### src/rtl/span_scan_risk_engine.sv
// Span-style scanning risk: net the positions, scan 8 price scenarios, report the worst loss.
// Optional macro SCAN_RISK_ROUND_EN selects round-half-up instead of truncation of the result.
module span_scan_risk_engine #(
  parameter int N_POS  = 8,
  parameter int POS_W  = 16,
  parameter int PSR_W  = 16,
  parameter int RISK_W = 32
) (
  input  logic                        clk,
  input  logic                        reset,
  input  logic                        in_valid,
  output logic                        in_ready,
  input  logic [PSR_W-1:0]            price_scan_range,
  input  logic [N_POS-1:0][POS_W-1:0] position,
  output logic                        out_valid,
  input  logic                        out_ready,
  output logic [RISK_W-1:0]           scanning_risk,
  output logic [2:0]                  worst_idx
);

  localparam int CNT_W  = $clog2(N_POS);
  localparam int NET_W  = POS_W + CNT_W;
  localparam int LOSS_W = 9 + (PSR_W + 1) + NET_W;
  localparam int EXT_W  = ((LOSS_W > RISK_W) ? LOSS_W : RISK_W) + 1;

  typedef enum logic [1:0] {IDLE, ACC, SCAN, DONE} state_t;

  state_t                      state_q;
  logic [N_POS-1:0][POS_W-1:0] pos_q;
  logic [PSR_W-1:0]            psr_q;
  logic [CNT_W-1:0]            idx_q;
  logic [2:0]                  k_q;
  logic signed [NET_W-1:0]     net_q;
  logic signed [LOSS_W-1:0]    max_q;
  logic [2:0]                  best_q;
  logic                        in_ready_q;
  logic                        out_valid_q;
  logic [RISK_W-1:0]           risk_q;
  logic [2:0]                  widx_q;

  function automatic logic signed [8:0] scen_mult(input logic [2:0] k);
    logic signed [8:0] m;
    m = 9'sd0;
    case (k)
      3'd0: m =  9'sd43;
      3'd1: m = -9'sd43;
      3'd2: m =  9'sd85;
      3'd3: m = -9'sd85;
      3'd4: m =  9'sd128;
      3'd5: m = -9'sd128;
      3'd6: m =  9'sd134;
      default: m = -9'sd134;
    endcase
    return m;
  endfunction

  logic signed [NET_W-1:0]  pos_ext;
  logic signed [NET_W-1:0]  net_d;
  logic signed [LOSS_W-1:0] m_ext, p_ext, n_ext;
  logic signed [LOSS_W-1:0] loss;
  logic signed [LOSS_W-1:0] max_d;
  logic [2:0]               best_d;
  logic                     upd;
  logic [EXT_W-1:0]         max_ext;
  logic [EXT_W-1:0]         res_ext;
  logic [RISK_W-1:0]        risk_d;

  always_comb begin
    pos_ext = {{(NET_W-POS_W){pos_q[idx_q][POS_W-1]}}, pos_q[idx_q]};
    net_d   = net_q + pos_ext;
    m_ext   = LOSS_W'(scen_mult(k_q));
    p_ext   = LOSS_W'($signed({1'b0, psr_q}));
    n_ext   = LOSS_W'(net_q);
    // LOSS_W leaves headroom so the triple product and its negation never wrap.
    loss    = -(m_ext * p_ext * n_ext);
    upd     = loss > max_q;
    max_d   = upd ? loss : max_q;
    best_d  = upd ? k_q : best_q;
    max_ext = EXT_W'($unsigned(max_d));
`ifdef SCAN_RISK_ROUND_EN
    res_ext = (max_ext + EXT_W'(64)) >> 7;
`else
    res_ext = max_ext >> 7;
`endif
    risk_d  = (res_ext > EXT_W'({RISK_W{1'b1}})) ? {RISK_W{1'b1}} : res_ext[RISK_W-1:0];
  end

  always_ff @(posedge clk) begin
    if (!reset) begin
      state_q     <= IDLE;
      pos_q       <= '0;
      psr_q       <= '0;
      idx_q       <= '0;
      k_q         <= '0;
      net_q       <= '0;
      max_q       <= '0;
      best_q      <= '0;
      in_ready_q  <= 1'b1;
      out_valid_q <= 1'b0;
      risk_q      <= '0;
      widx_q      <= '0;
    end else begin
      case (state_q)
        IDLE: begin
          if (in_valid && in_ready_q) begin
            pos_q      <= position;
            psr_q      <= price_scan_range;
            net_q      <= '0;
            max_q      <= '0;
            best_q     <= '0;
            idx_q      <= '0;
            in_ready_q <= 1'b0;
            state_q    <= ACC;
          end
        end
        ACC: begin
          net_q <= net_d;
          if (idx_q == CNT_W'(N_POS - 1)) begin
            k_q     <= '0;
            state_q <= SCAN;
          end else begin
            idx_q <= idx_q + 1'b1;
          end
        end
        SCAN: begin
          max_q  <= max_d;
          best_q <= best_d;
          k_q    <= k_q + 1'b1;
          if (k_q == 3'd7) begin
            risk_q      <= risk_d;
            widx_q      <= best_d;
            out_valid_q <= 1'b1;
            state_q     <= DONE;
          end
        end
        default: begin
          // New requests only open up the cycle after consumption.
          if (out_ready) begin
            out_valid_q <= 1'b0;
            in_ready_q  <= 1'b1;
            state_q     <= IDLE;
          end
        end
      endcase
    end
  end

  assign in_ready      = in_ready_q;
  assign out_valid     = out_valid_q;
  assign scanning_risk = risk_q;
  assign worst_idx     = widx_q;

endmodule

### config.mk
export PLATFORM = sky130hd
export DESIGN_NAME = span_scan_risk_engine
export DESIGN_NICKNAME = d
export VERILOG_FILES = /design/src/rtl/span_scan_risk_engine.sv
export SDC_FILE = /design/constraint.sdc
export NUM_CORES = 2
export LEC_CHECK = 0
export CAP_MARGIN = 0
export CORE_MARGIN = 4
export CORE_UTILIZATION = 27
export CTS_BUF_LIST = sky130_fd_sc_hd__clkbuf_2
export DETAILED_ROUTE_END_ITERATION = 16
export PLACE_DENSITY = 0.54
export SYNTH_ARGS = -nofsm -noshare
export SYNTH_HDL_FRONTEND = slang
export SYNTH_SLANG_ARGS = --single-unit
### constraint.sdc
create_clock -name clk -period 17.4 [get_ports clk]
set_clock_uncertainty 0.1 [all_clocks]
set_input_delay 3.48 -clock clk [delete_from_list [all_inputs] [get_ports clk]]
set_output_delay 3.48 -clock clk [all_outputs]
set_load 0.1 [all_outputs]
* After elaboration in Yosys (flattened, before gate mapping)
Cells that the tools add are included.
Operators by class: multiplexer cells 27, bitwise logic cells 2, multiply operators 2, add/subtract/negate cells 4, reductions and logical operators 21, $lt $le $gt $ge 3, eq/ne operators 15
Operator list (count):
- 45-bit two-way mux | 2
- 45-bit one-hot mux with 2 select lines | 1
- 9-bit one-hot mux with 7 select lines | 1
- 16-bit binary-select mux with 3-bit select | 1
- 45-bit greater-than comparator | 1
- 26-bit by 19-bit multiplier with 45-bit output | 1
- 45-bit negation | 1
- 38-bit by 32-bit greater-than comparator with 1-bit output, second input constant | 1
- 19-bit one-hot mux with 2 select lines | 1
- 32-bit two-way mux | 1
- 9-bit by 17-bit multiplier with 26-bit output | 1
- 19-bit by 16-bit adder with 19-bit output | 1
- 19-bit two-way mux | 1
- 3-bit one-hot mux with 2 select lines | 3
- 16-bit two-way mux | 1
- 3-bit equality test, second input constant | 5
- 3-bit two-way mux | 4
- 3-bit AND reduction | 4
- 2-bit != test, second input constant | 5
- 2-bit AND reduction | 5
- 2-bit nonzero test | 5
- 2-bit two-way mux | 4
- 3-bit by 1-bit adder with 3-bit output, second input constant | 2
- 3-bit by 2-bit equality test with 1-bit output, second input constant | 2
- 14 further kinds | 20
Word-level totals: output and inout bits 37, bits in registers 256

* Longest topological paths before layout
depth in word-level cells 9, depth in mapped cells 66

* Worst setup path before layout
OpenSTA, ideal clock, no wires.
path kind register to register, start register k_q[2], end register risk_q[16], in the netlist scanning_risk[16], required time 17152 ps, clock period less this slack 15118 ps, arrival 14870 ps, library setup time 148 ps, stages on the path, launching flop included 59, setup slack 2282 ps, cells stage by stage dfxtp_1 clkbuf_1 inv_1 ha_1 a211o_1 clkbuf_1 and2_1 fa_1 inv_1 fa_1 inv_1 fa_1 fa_1 inv_1 fa_1 inv_1 ha_1 nor2b_1 [23 not listed] nor2b_1 o221ai_1 a2111oi_0 a21oi_1 xnor3_2 ha_1 nand3_1 nor3_1 a221oi_1 nand2b_1 or3_1 buf_2 and2_1 buf_6 or4_1 a21oi_1 buf_2 a41oi_2
Between the ends: word-level cells in the longest chain between the ends 9, elaborated cells on any way between the ends 17
Ends and longest elaborated chain:
- start, declared | RTL line 32 | logic [2:0] k_q;
- start signal, assigned | RTL line 128 | k_q <= k_q + 1'b1;
- 3-bit equality test (tied with other cells) | RTL line 44 | case (k)
- 9-bit one-hot mux with 7 select lines | RTL line 44
- 9-bit by 17-bit multiplier with 26-bit output | RTL line 75 | loss = -(m_ext * p_ext * n_ext);
- 26-bit by 19-bit multiplier with 45-bit output | RTL line 75
- 45-bit negation | RTL line 75
- 45-bit greater-than comparator | RTL line 76 | upd = loss > max_q;
- 45-bit two-way mux | RTL line 77 | max_d = upd ? loss : max_q;
- 38-bit by 32-bit greater-than comparator with 1-bit output | RTL line 85 | risk_d = (res_ext > EXT_W'({RISK_W{1'b1}})) ? {RISK_W{1'b1}} : res_ext[RISK_W-1:0];
- 32-bit two-way mux | RTL line 85
- end signal, assigned | RTL line 130 | risk_q <= risk_d;
- end, declared | RTL line 38 | logic [RISK_W-1:0] risk_q;
Several ways; a longest one is shown, not always the timed one. The select of a mux whose other input is x is not followed. A chain may end at the register's enable or synchronous reset.

* Worst setup path in the final report
start register k_q[0], end register max_q[44]
Between the ends: word-level cells in the longest chain between the ends 8, elaborated cells on any way between the ends 14
Ends and longest elaborated chain:
- 3-bit equality test (tied with other cells) | RTL line 44
- 9-bit one-hot mux with 7 select lines (*) | RTL line 44
- 9-bit by 17-bit multiplier with 26-bit output (*) | RTL line 75
- 26-bit by 19-bit multiplier with 45-bit output (*) | RTL line 75
- 45-bit negation (*) | RTL line 75
- 45-bit greater-than comparator | RTL line 76
- 45-bit two-way mux (*) | RTL line 77
- 45-bit one-hot mux with 2 select lines (*) | RTL line 103 | case (state_q)
- end signal, assigned | RTL line 126 | max_q <= max_d;
- end, declared | RTL line 34 | logic signed [LOSS_W-1:0] max_q;
Mark *: on every way between the ends. The rest lies on a longest branch, timed or not. The select of a mux whose other input is x is not followed.

==> flow_metrics.env <==
export IMPL_outcome="finished clean"
export IMPL_count_of_state_elements_after_synthesis=256
export IMPL_postRouteAntennaNets=0
export IMPL_row_count=133
export IMPL_cts_clk_slew_worst_paths_ns=0.10
export IMPL_post_synth_top_area_fraction_pct=33.4
export IMPL_design_die_area_um2=138000
export IMPL_r2r_start="k_q[0]"
export IMPL_wl_um=100000
export IMPL_clk_insertion_delay_late_ns=1.10
export IMPL_required_ns=18.23
export IMPL_dpl_instance_area_um2=39500
export IMPL_core_outline_area_um2=132000
export IMPL_synth_top_area_cell="sky130_fd_sc_hd__fa_1"
export IMPL_worst_setup_path_type="reg -> reg"
export IMPL_cts_hold_buffers=0
export IMPL_io_pin_count=185
export IMPL_cp_max_fo=20
export IMPL_critical_path_max_stage_delay_ns=0.76
export IMPL_relSlewSlack_pct=19.4
export IMPL_fill_cells=13900
export IMPL_register_area_um2=5130
export IMPL_cts_tree="done"
export IMPL_synth_most_common_cell="sky130_fd_sc_hd__nand2_1"
export IMPL_drt_first_pass_iters=6
export IMPL_tritoncts_num_buffers=71
export IMPL_clk_root_buffer_cell="sky130_fd_sc_hd__clkbuf_2"
export IMPL_most_common_library_cells_after_synthesis="sky130_fd_sc_hd__nand2_1, sky130_fd_sc_hd__inv_1, sky130_fd_sc_hd__fa_1, sky130_fd_sc_hd__ha_1, sky130_fd_sc_hd__dfxtp_1"
export IMPL_syn_mean_instance_area_um2=9.03
export IMPL_fin_crit_sh_pct=93.9
export IMPL_grt_antenna_before_repair=4
export IMPL_area_occupied_by_multi_input_gates_um2=27500
export IMPL_routabilityCongestion=0.859
export IMPL_route_vias_total=27200
export IMPL_ys_warnings_count=0
export IMPL_floorplan_die_width_um=372
export IMPL_holdCritPathClass="reg -> reg"
export IMPL_first_global_vias=29200
export IMPL_synth_yosys_seq_area_share_pct=14.3
export IMPL_area_growth_pct=12.5
export IMPL_count_of_buffers_from_port_buffering=184
export IMPL_worst_ep_arrival_time_ns=17.16
export IMPL_min_delay_start="pos_q[22]"
export IMPL_number_of_hold_violations_in_the_final_report=0
export IMPL_setup_viol_count_final=0
export IMPL_clock_sink_count=256
export IMPL_cp_start_kind="flop"
export IMPL_maximum_number_of_pins_on_one_net_before_global_route_repair=146
export IMPL_worstSetupEndpointType="flop"
export IMPL_finalSetupTns_ns=0
export IMPL_fmaxAchievable_mhz=61.2
export IMPL_yosys_top_cells_area="sky130_fd_sc_hd__fa_1, sky130_fd_sc_hd__dfxtp_1, sky130_fd_sc_hd__ha_1, sky130_fd_sc_hd__nand2_1, sky130_fd_sc_hd__inv_1"
export IMPL_cp_num_buf_inv=10
export IMPL_initial_core_util_pct=27.2
export IMPL_netlist_area_um2=35800
export IMPL_async_flop_share_pct=0
export IMPL_cts_path_max_buffers=3
export IMPL_post_synth_inst_count=3964
export IMPL_dr_first_iter_drc_count=1496
export IMPL_rsz_0062_raised_after_global_routing="false"
export IMPL_grt_first_pass_wirelength_um=162000
export IMPL_grt_overflow_total=0
export IMPL_synth_flop_cell="sky130_fd_sc_hd__dfxtp_1"
export IMPL_drv_slew=0
export IMPL_via_per_inst=4.61
export IMPL_final_net_count=5116
export IMPL_cpLargestDelayFamily="adder cells"
export IMPL_drt_wirelength_per_cell_um=17.0
export IMPL_final_period_minus_worst_setup_slack_ns=16.33
export IMPL_number_of_enable_type_register_cells_in_the_synthesized_netlist=0
export IMPL_final_area_um2=40300
export IMPL_drc_errors=0
export IMPL_cts_htree_levels=3
export IMPL_timing_max_cap_violations=0
export IMPL_critPathSlowestCell="sky130_fd_sc_hd__fa_1"
export IMPL_mappedNetlistNets=4996
export IMPL_grt_total_usage_pct=14.6
export IMPL_worst_setup_path_startpoint="k_q[0]"
export IMPL_worst_path_most_repeated_cell="sky130_fd_sc_hd__fa_1"
export IMPL_worst_slew_pin_transition_ns=1.18
export IMPL_final_layout_size_suffix_gt1_share_pct=7.04
export IMPL_ys_types=75
export IMPL_post_dp_hpwl_um=78800
export IMPL_chipHeight_um=372
==> sequential cells by signal, indices dropped and copies added, names as in the netlist <==
name	cells
pos_q	128
max_q	45
scanning_risk	32
net_q	19
psr_q	16
best_q	3
idx_q	3
k_q	3
worst_idx	3
state_q	2
in_ready	1
out_valid	1
==> worst paths after layout <==
| path | end | cells past startpoint | slack [ns] |
|---|---|---|---|
| setup / recovery | max_q[44] | 54 | 1.07 |
| hold / removal | pos_q[22] | 2 | 0.37 |
| hold reg to reg | pos_q[22] | 2 | 0.37 |
| setup reg to reg | max_q[44] | 54 | 1.07 |
==> area by class of cell <==
type / instances / share of cell area (%)
multi-input cells: 2863 / 68.4
flip-flops and latches: 256 / 12.7
inverters: 645 / 6.01
repair buffers: 247 / 5.79
well taps: 1755 / 5.45
clock buffers: 96 / 1.19
clock inverters: 27 / 0.426
diodes: 5 / 0.0311
==> per-stage QoR <==
step	hold WS (ns)	setup slack, ns	util, %	cells
2_1_floorplan	0.340	2.28	-	3964
3_3_place_gp	0.351	0.683	30.0	5762
3_5_place_dp	0.357	0.281	30.0	5762
4_1_cts	0.370	0.165	30.5	5885
5_1_grt	0.387	0.0756	30.6	5890
6_report	0.368	1.07	30.6	5894
==> logic make-up after synthesis <==
| kind of cell | Yosys count | synth area share (%) |
|---|---|---|
| flops | 256 | 14.3 |
| buf+inv | 845 | 8.97 |
| xor+xnor | 82 | 2.05 |
| mux | 77 | 3.33 |
| compound gates | 562 | 11.5 |
| fa+ha+maj | 884 | 43.4 |
| simple gates | 1258 | 16.4 |
==> metal layers <==
| metal | track usage, % | wire length, um |
|---|---|---|
| met1 | 18.4 | 42900 |
| met2 | 25.6 | 49300 |
| met3 | 2.44 | 4710 |
| met4 | 4.52 | 3160 |
| met5 | 0 | 0 |
==> cells in the final DEF (no fill, tap or decap), types with 9 or more instances in the layout <==
cell	count
sky130_fd_sc_hd__nand2_1	691
sky130_fd_sc_hd__inv_1	644
sky130_fd_sc_hd__fa_1	596
sky130_fd_sc_hd__ha_1	287
sky130_fd_sc_hd__dfxtp_1	254
sky130_fd_sc_hd__and2_1	252
sky130_fd_sc_hd__clkdlybuf4s50_1	183
sky130_fd_sc_hd__a21boi_0	144
sky130_fd_sc_hd__o21ai_0	111
sky130_fd_sc_hd__clkbuf_2	96
sky130_fd_sc_hd__nor2_1	92
sky130_fd_sc_hd__a21oi_1	75
sky130_fd_sc_hd__xnor2_1	62
sky130_fd_sc_hd__buf_4	61
sky130_fd_sc_hd__nor2b_1	58
sky130_fd_sc_hd__nand3_1	42
sky130_fd_sc_hd__a21o_1	36
sky130_fd_sc_hd__a22oi_1	34
sky130_fd_sc_hd__mux4_2	32
sky130_fd_sc_hd__and3_1	29
sky130_fd_sc_hd__mux2i_1	29
sky130_fd_sc_hd__a41oi_2	29
sky130_fd_sc_hd__nor3_1	22
sky130_fd_sc_hd__nand2b_1	18
sky130_fd_sc_hd__xor2_1	18
sky130_fd_sc_hd__a211oi_1	17
sky130_fd_sc_hd__mux2_2	16
sky130_fd_sc_hd__clkinv_1	16
sky130_fd_sc_hd__nand4_1	14
sky130_fd_sc_hd__o21ai_1	13
sky130_fd_sc_hd__o21a_1	11
sky130_fd_sc_hd__or2_2	9
sky130_fd_sc_hd__o21bai_1	9
sky130_fd_sc_hd__o211ai_1	9
sky130_fd_sc_hd__o211a_1	9
==> tightest hold or removal path: stages, from the launching register on <==
cell and delay [ns]:
sky130_fd_sc_hd__dfxtp_1 0.32, sky130_fd_sc_hd__nand2_1 0.04, sky130_fd_sc_hd__a21boi_0 0.06
==> repair_timing <==
item | 4_1_cts | 5_1_grt
buffers inserted | 0 | 4
hold endpoints to repair | 0 | 0
setup endpoints to repair | 0 | 83
gates resized for setup | 0 | 8
Power is left out: the tool's default activity adds up to more than one toggle a clock period on the data nets, which glitch-free logic cannot reach.
